==> config.mk <==
export PLATFORM = sky130hd
export DESIGN_NAME = riscvmulti_core
export DESIGN_NICKNAME = d
export VERILOG_FILES = /design/src/rtl/riscvmulti_core.sv
export SDC_FILE = /design/constraint.sdc
export NUM_CORES = 2
export LEC_CHECK = 0
export ABC_AREA = 0
export BUFFER_PORTS_ARGS = -buffer_cell sky130_fd_sc_hd__clkbuf_2
export CORE_ASPECT_RATIO = 0.6
export CORE_MARGIN = 5
export CORE_UTILIZATION = 35
export CTS_CLUSTER_DIAMETER = 100
export CTS_CLUSTER_SIZE = 30
export DETAILED_ROUTE_END_ITERATION = 7
export MAX_ROUTING_LAYER = met4
export PLACE_DENSITY = 0.47
export SYNTH_ARGS = -nofsm -noshare
export SYNTH_HDL_FRONTEND = slang
export SYNTH_SLANG_ARGS = --single-unit
export TNS_END_PERCENT = 30
==> constraint.sdc <==
create_clock -name clk -period 5.5 [get_ports clk]
set_input_delay 0.275 -clock clk [delete_from_list [all_inputs] [get_ports clk]]
set_output_delay 0.275 -clock clk [all_outputs]
set_load 0.01 [all_outputs]
==> src/rtl/riscvmulti_core.sv <==
// riscvmulti_core: multicycle RV32I-subset core sharing one handshaked memory port,
// with illegal/misalignment traps and a retired-instruction counter.
module riscvmulti_core #(
    parameter logic [31:0] RESET_PC  = 32'h0000_0000,
    parameter int          CNT_WIDTH = 32
) (
    input  logic                 clk,
    input  logic                 reset_n,
    output logic                 mem_req,
    output logic                 mem_we,
    output logic [31:0]          mem_addr,
    output logic [31:0]          mem_wdata,
    input  logic [31:0]          mem_rdata,
    input  logic                 mem_ready,
    output logic                 halted,
    output logic [1:0]           trap_cause,
    output logic [CNT_WIDTH-1:0] instret
);
    typedef enum logic [3:0] {
        FETCH, DECODE, MEMADR, MEMREAD, MEMWB, MEMWRITE,
        EXECR, EXECI, ALUWB, BEQ, JAL, TRAP
    } state_t;
    localparam logic [6:0] OP_LW  = 7'b0000011;
    localparam logic [6:0] OP_SW  = 7'b0100011;
    localparam logic [6:0] OP_R   = 7'b0110011;
    localparam logic [6:0] OP_I   = 7'b0010011;
    localparam logic [6:0] OP_BR  = 7'b1100011;
    localparam logic [6:0] OP_JAL = 7'b1101111;
    state_t               state_q, state_d;
    logic [31:0]          pc_q, pc_d, old_pc_q, old_pc_d, ir_q, ir_d;
    logic [31:0]          a_q, a_d, b_q, b_d, alu_q, alu_d, data_q, data_d;
    logic [1:0]           cause_q, cause_d;
    logic [CNT_WIDTH-1:0] instret_q, instret_d;
    logic [31:0]          rf_q [32];
    logic                 rf_we;
    logic [31:0]          rf_wd;
    logic [6:0]           opcode, funct7;
    logic [2:0]           funct3;
    logic [4:0]           rd, rs1, rs2;
    logic [31:0]          imm_i, imm_s, imm_b, imm_j, rs1_v, rs2_v, alu_y, alu_r, ea;
    logic                 f3_alu, is_lw, is_sw, is_r, is_i, is_beq, is_jal, take;
    assign opcode = ir_q[6:0];
    assign rd     = ir_q[11:7];
    assign funct3 = ir_q[14:12];
    assign rs1    = ir_q[19:15];
    assign rs2    = ir_q[24:20];
    assign funct7 = ir_q[31:25];
    assign imm_i  = {{20{ir_q[31]}}, ir_q[31:20]};
    assign imm_s  = {{20{ir_q[31]}}, ir_q[31:25], ir_q[11:7]};
    assign imm_b  = {{19{ir_q[31]}}, ir_q[31], ir_q[7], ir_q[30:25], ir_q[11:8], 1'b0};
    assign imm_j  = {{11{ir_q[31]}}, ir_q[31], ir_q[19:12], ir_q[20], ir_q[30:21], 1'b0};
    assign rs1_v  = rs1 == 5'd0 ? 32'd0 : rf_q[rs1];
    assign rs2_v  = rs2 == 5'd0 ? 32'd0 : rf_q[rs2];
    assign f3_alu = funct3 inside {3'b000, 3'b010, 3'b110, 3'b111};
    assign is_lw  = opcode == OP_LW && funct3 == 3'b010;
    assign is_sw  = opcode == OP_SW && funct3 == 3'b010;
    assign is_r   = opcode == OP_R && f3_alu && (funct7 == 7'h00 || (funct7 == 7'h20 && funct3 == 3'b000));
    assign is_i   = opcode == OP_I && f3_alu;
    assign is_beq = opcode == OP_BR && funct3 == 3'b000;
    assign is_jal = opcode == OP_JAL;
    assign take   = a_q == b_q;
    assign ea     = a_q + (opcode == OP_SW ? imm_s : imm_i);
    assign alu_y  = state_q == EXECI ? imm_i : b_q;
    // funct7[5] is an immediate bit for I-type, so subtract only in EXECR
    assign alu_r  = funct3 == 3'b111 ? a_q & alu_y :
                    funct3 == 3'b110 ? a_q | alu_y :
                    funct3 == 3'b010 ? {31'd0, $signed(a_q) < $signed(alu_y)} :
                    (state_q == EXECR && funct7[5]) ? a_q - alu_y : a_q + alu_y;
    always_comb begin
        state_d   = state_q;
        pc_d      = pc_q;
        old_pc_d  = old_pc_q;
        ir_d      = ir_q;
        a_d       = a_q;
        b_d       = b_q;
        alu_d     = alu_q;
        data_d    = data_q;
        cause_d   = cause_q;
        instret_d = instret_q;
        rf_we     = 1'b0;
        rf_wd     = alu_q;
        case (state_q)
            FETCH: if (mem_ready) begin
                ir_d     = mem_rdata;
                old_pc_d = pc_q;
                pc_d     = pc_q + 32'd4;
                state_d  = DECODE;
            end
            DECODE: begin
                a_d     = rs1_v;
                b_d     = rs2_v;
                alu_d   = old_pc_q + (is_jal ? imm_j : imm_b);
                state_d = (is_lw || is_sw) ? MEMADR : is_r ? EXECR : is_i ? EXECI :
                          is_beq ? BEQ : is_jal ? JAL : TRAP;
                cause_d = (is_lw || is_sw || is_r || is_i || is_beq || is_jal) ? 2'd0 : 2'd1;
            end
            MEMADR: begin
                alu_d   = ea;
                state_d = ea[1:0] != 2'd0 ? TRAP : opcode == OP_LW ? MEMREAD : MEMWRITE;
                cause_d = ea[1:0] != 2'd0 ? 2'd2 : 2'd0;
            end
            MEMREAD: if (mem_ready) begin
                data_d  = mem_rdata;
                state_d = MEMWB;
            end
            MEMWB: begin
                rf_we     = 1'b1;
                rf_wd     = data_q;
                instret_d = instret_q + CNT_WIDTH'(1);
                state_d   = FETCH;
            end
            MEMWRITE: if (mem_ready) begin
                instret_d = instret_q + CNT_WIDTH'(1);
                state_d   = FETCH;
            end
            EXECR, EXECI: begin
                alu_d   = alu_r;
                state_d = ALUWB;
            end
            ALUWB: begin
                rf_we     = 1'b1;
                instret_d = instret_q + CNT_WIDTH'(1);
                state_d   = FETCH;
            end
            BEQ: if (take && alu_q[1:0] != 2'd0) begin
                state_d = TRAP;
                cause_d = 2'd3;
            end else begin
                pc_d      = take ? alu_q : pc_q;
                instret_d = instret_q + CNT_WIDTH'(1);
                state_d   = FETCH;
            end
            JAL: if (alu_q[1:0] != 2'd0) begin
                state_d = TRAP;
                cause_d = 2'd3;
            end else begin
                pc_d    = alu_q;
                alu_d   = old_pc_q + 32'd4;
                state_d = ALUWB;
            end
            default: ;
        endcase
    end
    always_ff @(posedge clk or negedge reset_n) begin
        if (!reset_n) begin
            state_q   <= FETCH;
            pc_q      <= RESET_PC;
            old_pc_q  <= RESET_PC;
            ir_q      <= '0;
            a_q       <= '0;
            b_q       <= '0;
            alu_q     <= '0;
            data_q    <= '0;
            cause_q   <= '0;
            instret_q <= '0;
        end else begin
            state_q   <= state_d;
            pc_q      <= pc_d;
            old_pc_q  <= old_pc_d;
            ir_q      <= ir_d;
            a_q       <= a_d;
            b_q       <= b_d;
            alu_q     <= alu_d;
            data_q    <= data_d;
            cause_q   <= cause_d;
            instret_q <= instret_d;
        end
    end
    always_ff @(posedge clk) begin
        if (rf_we && rd != 5'd0) rf_q[rd] <= rf_wd;
    end
    // reset_n gates the request so it falls the instant reset asserts
    assign mem_req    = reset_n && (state_q == FETCH || state_q == MEMREAD || state_q == MEMWRITE);
    assign mem_we     = state_q == MEMWRITE;
    assign mem_addr   = state_q == FETCH ? pc_q : alu_q;
    assign mem_wdata  = b_q;
    assign halted     = state_q == TRAP;
    assign trap_cause = cause_q;
    assign instret    = instret_q;
endmodule

Word level (Yosys, flattened, before mapping)
Memories as Yosys holds them, arrays and structs flattened.
Cells that the tools add are included.
{"block": "totals", "register_bits": 262, "wordCells": 135, "n_memories": 1, "output_inout_bits": 101, "input_bits": 35, "ramBits": 1024}
{"block": "op_classes", "addsub": 7, "eq_ne": 30, "n_reduce_logical": 42, "muxes": 42, "n_lt_le_gt_ge": 1, "n_bitwise": 2}
{"memory": "rf_q", "depth": 32, "word_bits": 32, "rd": 2, "rd_clocked_by_memory_dff": 0, "write_ports": 1, "line": "34", "source": "logic [31:0] rf_q [32];"}
{"op": "two-way mux 32 bit", "n": 16}
{"op": "case mux 32 bit (3 select lines)", "n": 2}
{"op": "case mux 32 bit (4 select lines)", "n": 1}
{"op": "adder 32 bit", "n": 3}
{"op": "adder 32 x 3 -> 32 bit (second input constant)", "n": 2}
{"op": "case mux 4 bit (9 select lines)", "n": 1}
{"op": "adder 32 x 1 -> 32 bit (second input constant)", "n": 1}
{"op": "AND 32 bit", "n": 1}
{"op": "== test 32 bit", "n": 1}
{"op": "less-than comparator 32 bit", "n": 1}
{"op": "two-way mux 4 bit", "n": 8}
{"op": "OR 32 bit", "n": 1}
{"op": "subtractor 32 bit", "n": 1}
{"op": "== test 7 x 6 -> 1 bit (second input constant)", "n": 3}
{"op": "two-way mux 20 bit", "n": 1}
{"op": "== test 4 x 3 -> 1 bit (second input constant)", "n": 4}
{"op": "== test 4 bit (second input constant)", "n": 4}
{"op": "== test 7 bit (second input constant)", "n": 2}
{"op": "!= test 2 bit (second input constant)", "n": 7}
{"op": "nonzero test 4 bit", "n": 3}
{"op": "logical AND 1 bit", "n": 11}
{"op": "zero test 5 bit", "n": 2}
{"op": "two-way mux 2 bit", "n": 5}
{"op": "nonzero test 9 bit", "n": 1}
{"op": "23 further kinds", "n": 42}

Longest topological paths before layout
{"block": "depth", "ltp_word": 10, "depth_mapped": 20, "depth_no_buf": 18}

Worst setup path before layout
No wires, ideal clock.
{"block": "synth_timing", "path_kind": "flip-flop to flip-flop", "start": "reg state_q[2]", "end": "mem rf_q[3][0] (enable)", "arrival_time_ps": 4500, "t_required_ps": 4999, "period_less_slack_ps": 5002, "setup_slack_ps": 498, "stages_incl_launch_ff": 7, "setup_time_ps": 501, "cell_sequence": "dfrtp_1 clkbuf_1 nor2_1 o21ai_0 or2_2 clkbuf_1 nor4_1"}
{"block": "synth_via", "elab_chain_cells": 6, "elab_cells_between_ends": 7}
{"element": "start, declared", "line": "29", "source": "state_t state_q, state_d;"}
{"element": "start signal, assigned", "line": "157", "source": "state_q <= state_d;"}
{"element": "== test 4 x 3 -> 1 bit / == test 4 bit (equally long branches)", "line": "82", "source": "case (state_q)"}
{"element": "OR reduction 2 bit (no line) (*)"}
{"element": "two-way mux 1 bit (*)", "line": "82"}
{"element": "logical AND 1 bit (*)", "line": "170", "source": "if (rf_we && rd != 5'd0) rf_q[rd] <= rf_wd;"}
{"element": "two-way mux 1 bit (*)", "line": "170"}
{"element": "two-way mux 1 bit (not written as such) (*)", "line": "170"}
{"element": "end, declared", "line": "34"}
Mark *: on every way between the ends. The rest lies on a longest branch, timed or not.

Final worst setup path
{"block": "layout_timing", "start": "reg ir_q[3]", "end": "reg alu_q[19]"}
{"block": "layout_via", "elab_chain_cells": 4, "elab_cells_between_ends": 7}
{"element": "start, declared", "line": "30", "source": "logic [31:0] pc_q, pc_d, old_pc_q, old_pc_d, ir_q, ir_d;"}
{"element": "start signal, assigned", "line": "160", "source": "ir_q <= ir_d;"}
{"element": "== test 7 x 6 -> 1 bit / == test 7 bit (equally long branches)", "line": "62, 60"}
{"element": "two-way mux 5 bit / two-way mux 20 bit (equally long branches)", "line": "62, 92"}
{"element": "adder 32 bit, on equally long branches", "line": "62, 92"}
{"element": "case mux 32 bit (4 select lines) (*)", "line": "82"}
{"element": "end signal, assigned", "line": "163", "source": "alu_q <= alu_d;"}
{"element": "end, declared", "line": "31", "source": "logic [31:0] a_q, a_d, b_q, b_d, alu_q, alu_d, data_q, data_d;"}
Marked as above.
A chain may end at the register's enable or synchronous reset.

==> impl_metrics.yaml <==
die:
  coreArea_um2: 194000
  die_h_um: 352
  row_count: 125
  die_x_um: 580
  dieArea_um2: 204000
  start_util_pct: 35.2
  io_pins: 136
power:
  irDropWorstVdd_mv: 0.395
  p_leak_uw: 0.0253
  power_density_nw_per_um2: 621
final_layout:
  finish.utilization_pct: 38.4
  nets: 4913
  drive_gt1_share_pct: 26.0
  area_growth_pct: 9.11
min_path:
  hp-start: "mem_rdata[19]"
  whs_endpoint: "data_q[19]"
  hold_path_class: "primary input to register"
  hold_depth: 2
clocking:
  insertion_delay_ns: 0.73
  cts_tree: "built"
  clock-sinks: 1286
  cts_resized: 0
  cts.clk_slew.worst_paths_ns: 0.13
  htreeDepth: 2
  clock_path_buffers: 3
  cts_buffers: 50
  cts-root-buf: "clkbuf_16"
setup_path:
  start_kind: "register"
  path_cells: "or2_2, nor3_1, nand2b_1, nor2_1, mux2_2, ha_1, and2_1, a31oi_1, nand4b_1, and3_1, a221o_1, a21o_1, a31o_2, a31oi_1, xor2_1, o221ai_1"
  path_class: "register to register"
  arrival_ns: 5.72
  critPathMaxFanout: 5
  required_ns: 6.07
  crit_slowest_cell: "nand4b_1"
  r2r_cells: 16
  crit_top_cell: "a31oi_1"
  endpoint_kind: "register"
  cpPeakStageDelay_ns: 0.55
  rr_startpoint: "ir_q[3]"
  rr_endpoint: "alu_q[19]"
  worst-r2r-setup-slack_ns: 0.35
timing:
  fin_crit_sh_pct: 93.6
  hold-worst-slack_ns: -0.00865
  finalHoldViolations: 1
  worst_pin_slew_ns: 1.36
  setup_viol: 0
  finalCriticalPeriod_ns: 5.15
  rsz0062_at_grt: "false"
  maxSlewViolCount: 0
  finClkSkew_ns: 0.0523
  setup_tns_ns: 0
  slew_headroom_pct: 8.86
  max_freq_ghz: 0.194
global_routing:
  track_usage_pct: 25.0
  use_met1_pct: 40.4
  overflow: 0
  antenna_found_initial: 16
  grt_max_degree: 117
  use_met3_pct: 5.48
  grt_pass1_vias: 42600
  top_usage_layer: "met1"
  grt_pass1_wl_um: 350000
  gr-usage-met2_pct: 32.3
synth:
  ys_ff_latch: 1286
  ys.flop_type: "edfxtp_1"
  synth_top_cell_by_area: "edfxtp_1"
  postSynthCellCount: 4606
  avgSynthCellArea_um2: 14.8
  synth_edf_count: 1024
  synth_area_um2: 68200
  async_reset_ff_share_pct: 20.4
  synth_cell_type_count: 97
  synth.top_cell.area_share_pct: 45.1
  ys_seq_area_share_pct: 54.7
  synthTopCellsByArea: "edfxtp_1, mux4_2, dfrtp_1, ha_1, mux2_2"
  synthTopCellsByCount: "edfxtp_1, mux4_2, nor2_1, dfrtp_1, nand2_1"
  synth.most_common_cell: "edfxtp_1"
  yosys_warnings: 0
outcome:
  status: "complete, but fails checks"
  violations: "hold timing"
route:
  firstDrtPassIters: 6
  wl_um: 253000
  drc: 0
  vias_per_cell: 6.13
  ant_nets: 0
  drtIter0Drc: 6197
  vias: 45000
  routedWlPerCell_um: 34.5
run:
  cap_violations: 0
placement:
  hpwl_um: 171000
  io_buffers: 135
  routabilityCongestion: 1.02
flip-flops by register name, indices dropped and copies added, names as in the netlist:
name        cells
old_pc_q       32
trap_cause      2
state_q         4
data_q         32
a_q            32
instret        32
rf_q         1024
ir_q           32
mem_wdata      32
pc_q           32
alu_q          32
how the worst max path moves through the flow:
stage / start / endpoint / slack (ns) / cells after the start
after floorplan: state_q[2] / rf_q[3][0] / 0.50 / 6
after global placement: ir_q[3] / alu_q[19] / 0.66 / 16
after detailed placement: ir_q[3] / alu_q[19] / 0.61 / 16
after CTS: ir_q[3] / alu_q[19] / 0.58 / 16
after global routing: ir_q[3] / alu_q[19] / 0.14 / 16
final: ir_q[3] / alu_q[19] / 0.35 / 16
per-stage QoR:
| stage | instances | total power [uW] | setup WS (ns) | cell area (um^2) |
|---|---|---|---|---|
| after floorplan | 4637 | 31300 | 0.498 | 68300 |
| after global placement | 7233 | 41100 | 0.659 | 72700 |
| after detailed placement | 7233 | 41000 | 0.613 | 72700 |
| after CTS | 7335 | 46000 | 0.577 | 74400 |
| after global routing | 7339 | 48400 | 0.142 | 74400 |
| final | 7340 | 46200 | 0.353 | 74400 |
logic make-up after synthesis:
kind of cell | Yosys count | share of synthesized area [%]
muxes | 842 | 23.8
xor gates and xnor gates | 175 | 2.25
buffers and inverters | 424 | 2.52
DFF | 1286 | 54.7
AOI/OAI and AO/OA | 788 | 7.42
and+or+nand+nor | 925 | 6.18
other | 1 | 0.00550
adders and majority gates | 165 | 3.07
worst max-delay path, delay by kind of cell (launching register included):
family                     cells  cell delay, ns
AOI/OAI and AO/OA              6            1.32
xor gates and xnor gates       1            0.16
adders and majority gates      1            0.34
DFF                            1            0.43
muxes                          1            0.41
and+or+nand+nor                7            2.32
repair_timing:
action	in CTS	in global routing
buffers inserted	0	0
hold buffers	30	1
hold endpoints to repair	121	2
routing by layer:
metal / part of all wire (%) / wire (um)
met1: 50 / 126000
met2: 39 / 99700
met3: 9.7 / 24600
met4: 1.2 / 3080
met5: 0 / 0
layout make-up:
cell class	instances	area, um^2
well taps	2603	3260
repair buffers	317	2320
inverters	131	497
flip-flops and latches	1286	37300
fillers	18200	119000
clock buffers	65	1320
clock inverters	7	92.6
diodes	4	10.0
multi-input cells	2927	29600
cell usage in the layout (no fill, tap or decap), types with 25 or more instances in the layout:
cell type / count
nand3_1: 70
clkbuf_2: 134
dfrtp_1: 253
a21o_1: 38
nand4_1: 29
nor3_1: 40
nor2_1: 360
nand2_1: 228
mux2i_1: 57
xor2_1: 86
nand2b_1: 25
o21ai_0: 178
ha_1: 161
a21oi_1: 225
mux2_2: 177
edfxtp_1: 1024
xnor2_1: 89
dlygate4sd3_1: 31
buf_4: 136
mux4_2: 608
clkbuf_16: 50
and3_1: 30
o22ai_1: 62
conb_1: 32
inv_1: 127
o32ai_1: 26
o221ai_1: 28
where the power goes:
group | switching, uW | internal [uW] | leakage [uW]
registers | 1960 | 12900 | 0.0124
logic | 16200 | 10300 | 0.0123
clock network | 3180 | 1740 | 0.000680
No activity file was read; power rests on OpenSTA's default activity.
